===== src/rtl/tlb_ctrl_pkg.sv =====
// Shared CPU definitions used by the TLB management sequencer.
// Optional feature macro: TLB_CTRL_FLUSH_EN (adds the DRAIN state).
`ifndef TLB_ENTRIES_NUM
`define TLB_ENTRIES_NUM 16
`endif

package cpu_defs;

    localparam int TLB_IDX_W = $clog2(`TLB_ENTRIES_NUM);

    typedef logic [TLB_IDX_W-1:0] tlb_index_t;

    // One TLB entry: VPN2/ASID tag, page mask, global bit and an even/odd PFN pair.
    typedef struct packed {
        logic [18:0] vpn2;
        logic [7:0]  asid;
        logic [11:0] pagemask;
        logic        g;
        logic [19:0] pfn0;
        logic [2:0]  c0;
        logic        d0;
        logic        v0;
        logic [19:0] pfn1;
        logic [2:0]  c1;
        logic        d1;
        logic        v1;
    } tlb_entry_t;

    typedef enum logic [1:0] {
        TLBR  = 2'd0,
        TLBWI = 2'd1,
        TLBWR = 2'd2,
        TLBP  = 2'd3
    } tlb_op_t;

    typedef enum logic [1:0] {
        IDLE,
        EXEC,
        RESP
`ifdef TLB_CTRL_FLUSH_EN
        ,
        DRAIN
`endif
    } tlb_ctrl_state_t;

    // True for the ops that modify the TLB array.
    function automatic logic is_write(input tlb_op_t op);
        return (op == TLBWI) || (op == TLBWR);
    endfunction

endpackage


===== src/rtl/tlb_ctrl_if.sv =====
// Commit-stage request/response bus of the TLB sequencer.
// master = commit stage / CP0 side, slave = tlb_ctrl.
interface tlb_ctrl_if
    import cpu_defs::*;
#(
    parameter int IDX_W = TLB_IDX_W
);
    logic             req_valid;
    logic             req_ready;
    tlb_op_t          req_op;
    logic [IDX_W-1:0] req_index;
    tlb_entry_t       req_entry;
    logic [31:0]      req_entry_hi;

    logic             resp_valid;
    tlb_op_t          resp_op;
    tlb_entry_t       resp_entry;
    logic [31:0]      resp_index;

    modport master (
        output req_valid, req_op, req_index, req_entry, req_entry_hi,
        input  req_ready, resp_valid, resp_op, resp_entry, resp_index
    );

    modport slave (
        input  req_valid, req_op, req_index, req_entry, req_entry_hi,
        output req_ready, resp_valid, resp_op, resp_entry, resp_index
    );
endinterface


===== src/rtl/tlb_ctrl_random_counter.sv =====
// CP0 Random register: decrements every cycle, reloads TLB_ENTRIES-1 on
// reset, on a Wired write, or when it reaches Wired.
module tlb_random_counter #(
    parameter int TLB_ENTRIES = `TLB_ENTRIES_NUM,
    parameter int IDX_W       = $clog2(TLB_ENTRIES)
) (
    input  logic             clk,
    input  logic             rst,
    input  logic [IDX_W-1:0] wired,
    input  logic             wired_we,
    output logic [IDX_W-1:0] random
);
    localparam logic [IDX_W-1:0] TOP = IDX_W'(TLB_ENTRIES - 1);

    logic [IDX_W-1:0] random_q;
    logic [IDX_W-1:0] random_d;

    // Next value: reload at Wired (covers wrap and Wired == TOP), else count down.
    always_comb begin
        random_d = random_q - 1'b1;
        if (wired_we || (random_q == wired)) begin
            random_d = TOP;
        end
    end

    // Counter register.
    always_ff @(posedge clk) begin
        if (rst) begin
            random_q <= TOP;
        end else begin
            random_q <= random_d;
        end
    end

    assign random = random_q;
endmodule


===== src/rtl/tlb_ctrl.sv =====
// TLB management sequencer (TLBR/TLBWI/TLBWR/TLBP): IDLE -> EXEC -> RESP.
// Optional feature macro: TLB_CTRL_FLUSH_EN adds flush_req and a DRAIN state.
module tlb_ctrl
    import cpu_defs::*;
#(
    parameter int TLB_ENTRIES = `TLB_ENTRIES_NUM,
    parameter int IDX_W       = $clog2(TLB_ENTRIES)
) (
    input  logic             clk,
    input  logic             rst,
    tlb_ctrl_if.slave        bus,
    input  logic [IDX_W-1:0] cp0_wired,
    input  logic             cp0_wired_we,
    output logic [IDX_W-1:0] cp0_random,
    output logic [IDX_W-1:0] tlbrw_index,
    output logic             tlbrw_we,
    output tlb_entry_t       tlbrw_wdata,
    input  tlb_entry_t       tlbrw_rdata,
    output logic [31:0]      tlbp_entry_hi,
    input  logic [31:0]      tlbp_index
`ifdef TLB_CTRL_FLUSH_EN
    ,
    output logic             flush_req
`endif
);
    tlb_ctrl_state_t state_q, state_d;

    // Operand registers, loaded in the accept cycle.
    tlb_op_t          op_q;
    logic [IDX_W-1:0] idx_q;
    tlb_entry_t       entry_q;
    logic [31:0]      ehi_q;

    // Capture registers, loaded at the end of EXEC.
    tlb_op_t          rop_q;
    tlb_entry_t       rentry_q;
    logic [31:0]      rindex_q;

    logic             accept;
    logic             ready_c;
    logic             we_c;
    logic             rvalid_c;
    logic             flush_c;
    logic [IDX_W-1:0] idx_d;

    tlb_random_counter #(
        .TLB_ENTRIES (TLB_ENTRIES),
        .IDX_W       (IDX_W)
    ) u_random (
        .clk      (clk),
        .rst      (rst),
        .wired    (cp0_wired),
        .wired_we (cp0_wired_we),
        .random   (cp0_random)
    );

    assign accept = (state_q == IDLE) && bus.req_valid;
    // TLBWR targets the Random value seen in the accept cycle, before any Wired write lands.
    assign idx_d  = (bus.req_op == TLBWR) ? cp0_random : bus.req_index;

    // State register.
    always_ff @(posedge clk) begin
        if (rst) begin
            state_q <= IDLE;
        end else begin
            state_q <= state_d;
        end
    end

    // Next-state and per-state control outputs.
    always_comb begin
        state_d  = state_q;
        ready_c  = 1'b0;
        we_c     = 1'b0;
        rvalid_c = 1'b0;
        flush_c  = 1'b0;
        case (state_q)
            IDLE: begin
                ready_c = 1'b1;
                if (bus.req_valid) begin
                    state_d = EXEC;
                end
            end
            EXEC: begin
                we_c    = is_write(op_q);
                state_d = RESP;
            end
            RESP: begin
                rvalid_c = 1'b1;
                flush_c  = is_write(op_q);
`ifdef TLB_CTRL_FLUSH_EN
                state_d  = DRAIN;
`else
                state_d  = IDLE;
`endif
            end
            default: begin
                state_d = IDLE;
            end
        endcase
    end

    // Operand latch on accept; these also drive the TLB ports directly.
    always_ff @(posedge clk) begin
        if (rst) begin
            op_q    <= TLBR;
            idx_q   <= '0;
            entry_q <= '0;
            ehi_q   <= '0;
        end else if (accept) begin
            op_q    <= bus.req_op;
            idx_q   <= idx_d;
            entry_q <= bus.req_entry;
            ehi_q   <= bus.req_entry_hi;
        end
    end

    // Capture the TLB result at the end of EXEC; fields unrelated to the op read as zero.
    always_ff @(posedge clk) begin
        if (rst) begin
            rop_q    <= TLBR;
            rentry_q <= '0;
            rindex_q <= '0;
        end else if (state_q == EXEC) begin
            rop_q    <= op_q;
            rentry_q <= (op_q == TLBR) ? tlbrw_rdata : '0;
            rindex_q <= (op_q == TLBP) ? tlbp_index : '0;
        end
    end

    assign bus.req_ready  = ready_c;
    assign bus.resp_valid = rvalid_c;
    assign bus.resp_op    = rop_q;
    assign bus.resp_entry = rentry_q;
    assign bus.resp_index = rindex_q;

    assign tlbrw_we      = we_c;
    assign tlbrw_index   = idx_q;
    assign tlbrw_wdata   = entry_q;
    assign tlbp_entry_hi = ehi_q;

`ifdef TLB_CTRL_FLUSH_EN
    assign flush_req = flush_c;
`else
    logic unused_flush;
    assign unused_flush = flush_c;
`endif
endmodule


===== src/flat_wrapper.sv =====
// flat-port wrapper written by rule: the top's interface ports become plain ports
module tlb_ctrl_flat import cpu_defs::*;
#(
    parameter int TLB_ENTRIES = `TLB_ENTRIES_NUM,
    parameter int IDX_W       = $clog2(TLB_ENTRIES)
)
  (clk, rst, cp0_wired, cp0_wired_we, cp0_random, tlbrw_index, tlbrw_we, tlbrw_wdata, tlbrw_rdata, tlbp_entry_hi, tlbp_index, bus_req_valid, bus_req_op, bus_req_index, bus_req_entry, bus_req_entry_hi, bus_req_ready, bus_resp_valid, bus_resp_op, bus_resp_entry, bus_resp_index);
  tlb_ctrl_if #(.IDX_W(IDX_W)) bus_i ();
  input  logic clk;
  input  logic rst;
  input  logic [IDX_W-1:0] cp0_wired;
  input  logic cp0_wired_we;
  output logic [IDX_W-1:0] cp0_random;
  output logic [IDX_W-1:0] tlbrw_index;
  output logic tlbrw_we;
  output tlb_entry_t tlbrw_wdata;
  input  tlb_entry_t tlbrw_rdata;
  output logic [31:0] tlbp_entry_hi;
  input  logic [31:0] tlbp_index;
  input wire logic [$bits(bus_i.req_valid)-1:0] bus_req_valid;
  input wire logic [$bits(bus_i.req_op)-1:0] bus_req_op;
  input wire logic [$bits(bus_i.req_index)-1:0] bus_req_index;
  input wire logic [$bits(bus_i.req_entry)-1:0] bus_req_entry;
  input wire logic [$bits(bus_i.req_entry_hi)-1:0] bus_req_entry_hi;
  output wire logic [$bits(bus_i.req_ready)-1:0] bus_req_ready;
  output wire logic [$bits(bus_i.resp_valid)-1:0] bus_resp_valid;
  output wire logic [$bits(bus_i.resp_op)-1:0] bus_resp_op;
  output wire logic [$bits(bus_i.resp_entry)-1:0] bus_resp_entry;
  output wire logic [$bits(bus_i.resp_index)-1:0] bus_resp_index;
  assign bus_i.req_valid = bus_req_valid;
  assign bus_i.req_op = bus_req_op;
  assign bus_i.req_index = bus_req_index;
  assign bus_i.req_entry = bus_req_entry;
  assign bus_i.req_entry_hi = bus_req_entry_hi;
  assign bus_req_ready = bus_i.req_ready;
  assign bus_resp_valid = bus_i.resp_valid;
  assign bus_resp_op = bus_i.resp_op;
  assign bus_resp_entry = bus_i.resp_entry;
  assign bus_resp_index = bus_i.resp_index;
  tlb_ctrl #(.TLB_ENTRIES(TLB_ENTRIES), .IDX_W(IDX_W)) u_core (.clk(clk), .rst(rst), .bus(bus_i), .cp0_wired(cp0_wired), .cp0_wired_we(cp0_wired_we), .cp0_random(cp0_random), .tlbrw_index(tlbrw_index), .tlbrw_we(tlbrw_we), .tlbrw_wdata(tlbrw_wdata), .tlbrw_rdata(tlbrw_rdata), .tlbp_entry_hi(tlbp_entry_hi), .tlbp_index(tlbp_index));
endmodule

===== config.mk =====
export PLATFORM = sky130hd
export DESIGN_NAME = tlb_ctrl_flat
export DESIGN_NICKNAME = d
export VERILOG_FILES = /design/src/rtl/tlb_ctrl_pkg.sv /design/src/rtl/tlb_ctrl_if.sv /design/src/rtl/tlb_ctrl_random_counter.sv /design/src/rtl/tlb_ctrl.sv /design/src/flat_wrapper.sv
export SDC_FILE = /design/constraint.sdc
export NUM_CORES = 1
export LEC_CHECK = 0
export BUFFER_PORTS_ARGS = -buffer_cell sky130_fd_sc_hd__buf_2
export CAP_MARGIN = 10
export CORE_AREA = 2 2 200 202
export CTS_CLUSTER_DIAMETER = 200
export DETAILED_ROUTE_END_ITERATION = 8
export DIE_AREA = 0 0 202 204
export GPL_TIMING_DRIVEN = 1
export PLACE_DENSITY_LB_ADDON = 0.2
export SYNTH_ARGS = -nofsm -noshare
export SYNTH_HDL_FRONTEND = slang
export SYNTH_SLANG_ARGS = --single-unit

===== constraint.sdc =====
create_clock -name clk -period 1.9 [get_ports clk]
set_clock_uncertainty 0.05 [all_clocks]
set_input_delay 0.38 -clock clk [delete_from_list [all_inputs] [get_ports clk]]
set_output_delay 0.38 -clock clk [all_outputs]
set_load 0.005 [all_outputs]

==> metrics.csv <==
metric,value,unit
via count,9036,
WL per Instance,15.20,um
Yosys reg bits,258,
final setup fails,0,
post-route cell area,15080,um^2
number of remaining DRC errors,0,
post-synthesis mux area share,0.7049,%
min Tclk post-route,1840,ps
Ports,515,
Fin. Hold Viols,0,
fmax,543.3,MHz
antenna-violating nets left,0,
worst IR drop on VDD,0.0006102,V
"non-filler cells, final",2153,
max_cap viols,0,
Placed Area,11710,um^2
core region area,39180,um^2
grt total ovfl,0,
Synth area leader,dfxtp_1,
critical path cell sequence,"inv_2, ha_4, inv_2, nor2_2, buf_2",
Pint,0.009917,W
clk root buf,clkbuf_16,
Port-buffer cells,514,
ys async rst share,0,%
P_sw,0.003149,W
Post-DP HPWL,22.51,mm
Inserted Clock Buffers,28,
leakage,7.196,nW
clock sink total,258,
DRT Wirelength,32.72,mm
Post-synth EDFFs,0,
Clk network pwr share,42.4,%
Rows,73,
period utilization,96.87,%
Synth Instances,873,
most frequent cells in the layout,"513 x buf_2, 256 x dfxtp_1, 248 x nand2_1",
worst-skew pair later-pin latency,560,ps
H-Tree Depth,1,
share of cells above drive strength 1,36.82,%
Detailed Routing Iterations Pass 1,4,
"slowest stage delay, CP",340,ps
outcome,"finished, final reports clean",
"commonest non-fill, non-tap cell in the layout",buf_2,
largest net degree at the start of global routing,86,
worst slew pin tran,674.2,ps
vias in the first global route,8811,
largest family of logic cells by synthesized area,compound AO/OA/AOI/OAI gates,
top-area cell type share of the netlist area,60.63,%
Adder-Cell Fraction of Synth Area,0.4406,%
Seq pwr share,44.5,%
Synth Area in Compound Gates,20.18,%
fin nets,1867,
"most used cell, CP",inv_2,
Die ar.,41210,um^2
Clock Path Buffers,3,
gp weighted congestion,0.8092,
Mapped Area,8519,um^2
Hold WS,28.90,ps
PD cells,866.6,nW/um^2
RSZ-0062 raised after global routing,true,
Post-Synth Simple-Gate Area,12.65,%
"Seq/Total Area, Yosys",60.63,%
critical path peak fanout,2,
Clock transition at path regs,60,ps
share of total power in combinational logic,13.2,%
Hold WC Path Type,in -> reg,
Synth Flop Type,dfxtp_1,
Yosys warning count,0,
crit path kind,reg -> out,
Netlist cell types,23,
overall die height,204,um
slowest CP cell,dfxtp_2,
crit start category,flop,
Area Growth Syn to Fin,76.99,%
Initial Util,21.74,%
first-pass GRT wire length,49.17,mm
syn_nets,1134,
Max Slew Vio Count,0,
XOR/XNOR Fraction of Synth Area,0.6168,%
CTS tree,yes,
"Arr. time, crit path",1410,ps
"Avg Cell Area, Syn",9.759,um^2
GR Util All Layers,14.81,%
placed cells,1862,
Worst setup EP type,primary output,
initial antenna violation count,1,
Slew headroom,54.96,%
DR vias/cell,4.197,
Chip Width,202,um
top cells by area in the synthesized netlist,"dfxtp_1 61%, a22o_1 13%, nand2_1 11%",
Critical Path RT,1470,ps
switching share of power,24.10,%
DR iter-0 viols,459,
PnR Total Power,0.01307,W
-- registers in the layout, summed over array words and instances, names as in the netlist --
name                    flops
u_core.tlbrw_wdata         90
u_core.tlbp_entry_hi       32
u_core.state_q              2
u_core.u_random.random      4
u_core.tlbrw_index          4
u_core.bus.resp_index      32
u_core.bus.resp_op          2
u_core.op_q                 2
u_core.bus.resp_entry      90
-- critical path, delay by kind of cell, from the launching register on --
kind          cells  cell delay [ps]
fa+ha+maj         1              250
buf+inv           3              210
flops             1              340
simple gates      1               60
-- logic make-up after synthesis --
| logic type | count (synthesis) |
|---|---|
| AND/OR/NAND/NOR | 273 |
| flip-flops | 258 |
| AO/OA/AOI/OAI | 250 |
| buffers and inverters | 77 |
| XOR/XNOR | 6 |
| multiplexers | 6 |
| adder cells (fa/ha/maj) | 3 |
-- through the flow --
step | setup TNS, ps | worst slack, ps | utilization [%]
floorplan | 0 | 421.9 | -
global placement | 0 | 141.8 | 29.88
detailed placement | 0 | 121.5 | 29.88
CTS | -5.243 | -5.243 | 38.46
global route | -19.33 | -19.33 | 38.48
finish | 0 | 59.54 | 38.48
-- Yosys cell counts (3+ instances only) --
cell      number
dfxtp_1      258
nand2_1      248
a21oi_1      124
a22o_1       122
buf_2         35
clkbuf_1      26
nor2_1        11
buf_6         10
mux2i_1        6
xnor2_1        6
inv_1          5
a211oi_1       4
nand3_1        4
ha_1           3
-- timing repair --
item | in CTS | in global routing
pin swaps | 2 | 0
setup buffers | 2 | 0
hold endpoints to repair | 240 | 0
gates resized for setup | 5 | 3
hold buffers | 237 | 0
setup endpoints to repair | 1 | 1
-- power by group through the flow --
stage | Sequential [W] | Combinational (W) | Clock, W
2_1_floorplan | 0.00595 | 0.000547 | 0
3_3_place_gp | 0.00592 | 0.00133 | 0
3_5_place_dp | 0.00593 | 0.00132 | 0
4_1_cts | 0.00581 | 0.00173 | 0.00573
5_1_grt | 0.00584 | 0.00188 | 0.00594
6_report | 0.00581 | 0.00172 | 0.00554
-- metal layers --
layer | up-vias | global-route usage, % | wire [um]
li1 | 4450 | - | -
met1 | 4168 | 16.85 | 12960
met2 | 367 | 26.04 | 15880
met3 | 51 | 5.198 | 2874
met4 | 0 | 4.438 | 1003
met5 | - | 0 | 0
-- path summary, 6_finish.rpt --
kind	from	end	slack (ps)	depth (start not counted)
max	u_core.op_q[1]	tlbrw_we	60	5
min	tlbrw_rdata[62]	u_core.bus.resp_entry[62]	30	2
max reg2reg	u_core.state_q[1]	u_core.bus.resp_entry[24]	190	4
min reg2reg	u_core.tlbrw_wdata[78]	u_core.tlbrw_wdata[78]	400	2
-- area by class of cell --
cell class | count | area (um^2)
antenna | 1 | 2.502
clock inverter | 9 | 83.83
clock buffer | 42 | 873.3
multi-input combinational | 538 | 2982
inverter | 5 | 18.77
timing repair buffer | 775 | 5294
sequential | 258 | 5167
tap | 525 | 656.9
fill | 3907 | 24110
(Power assumes the default switching activity.)
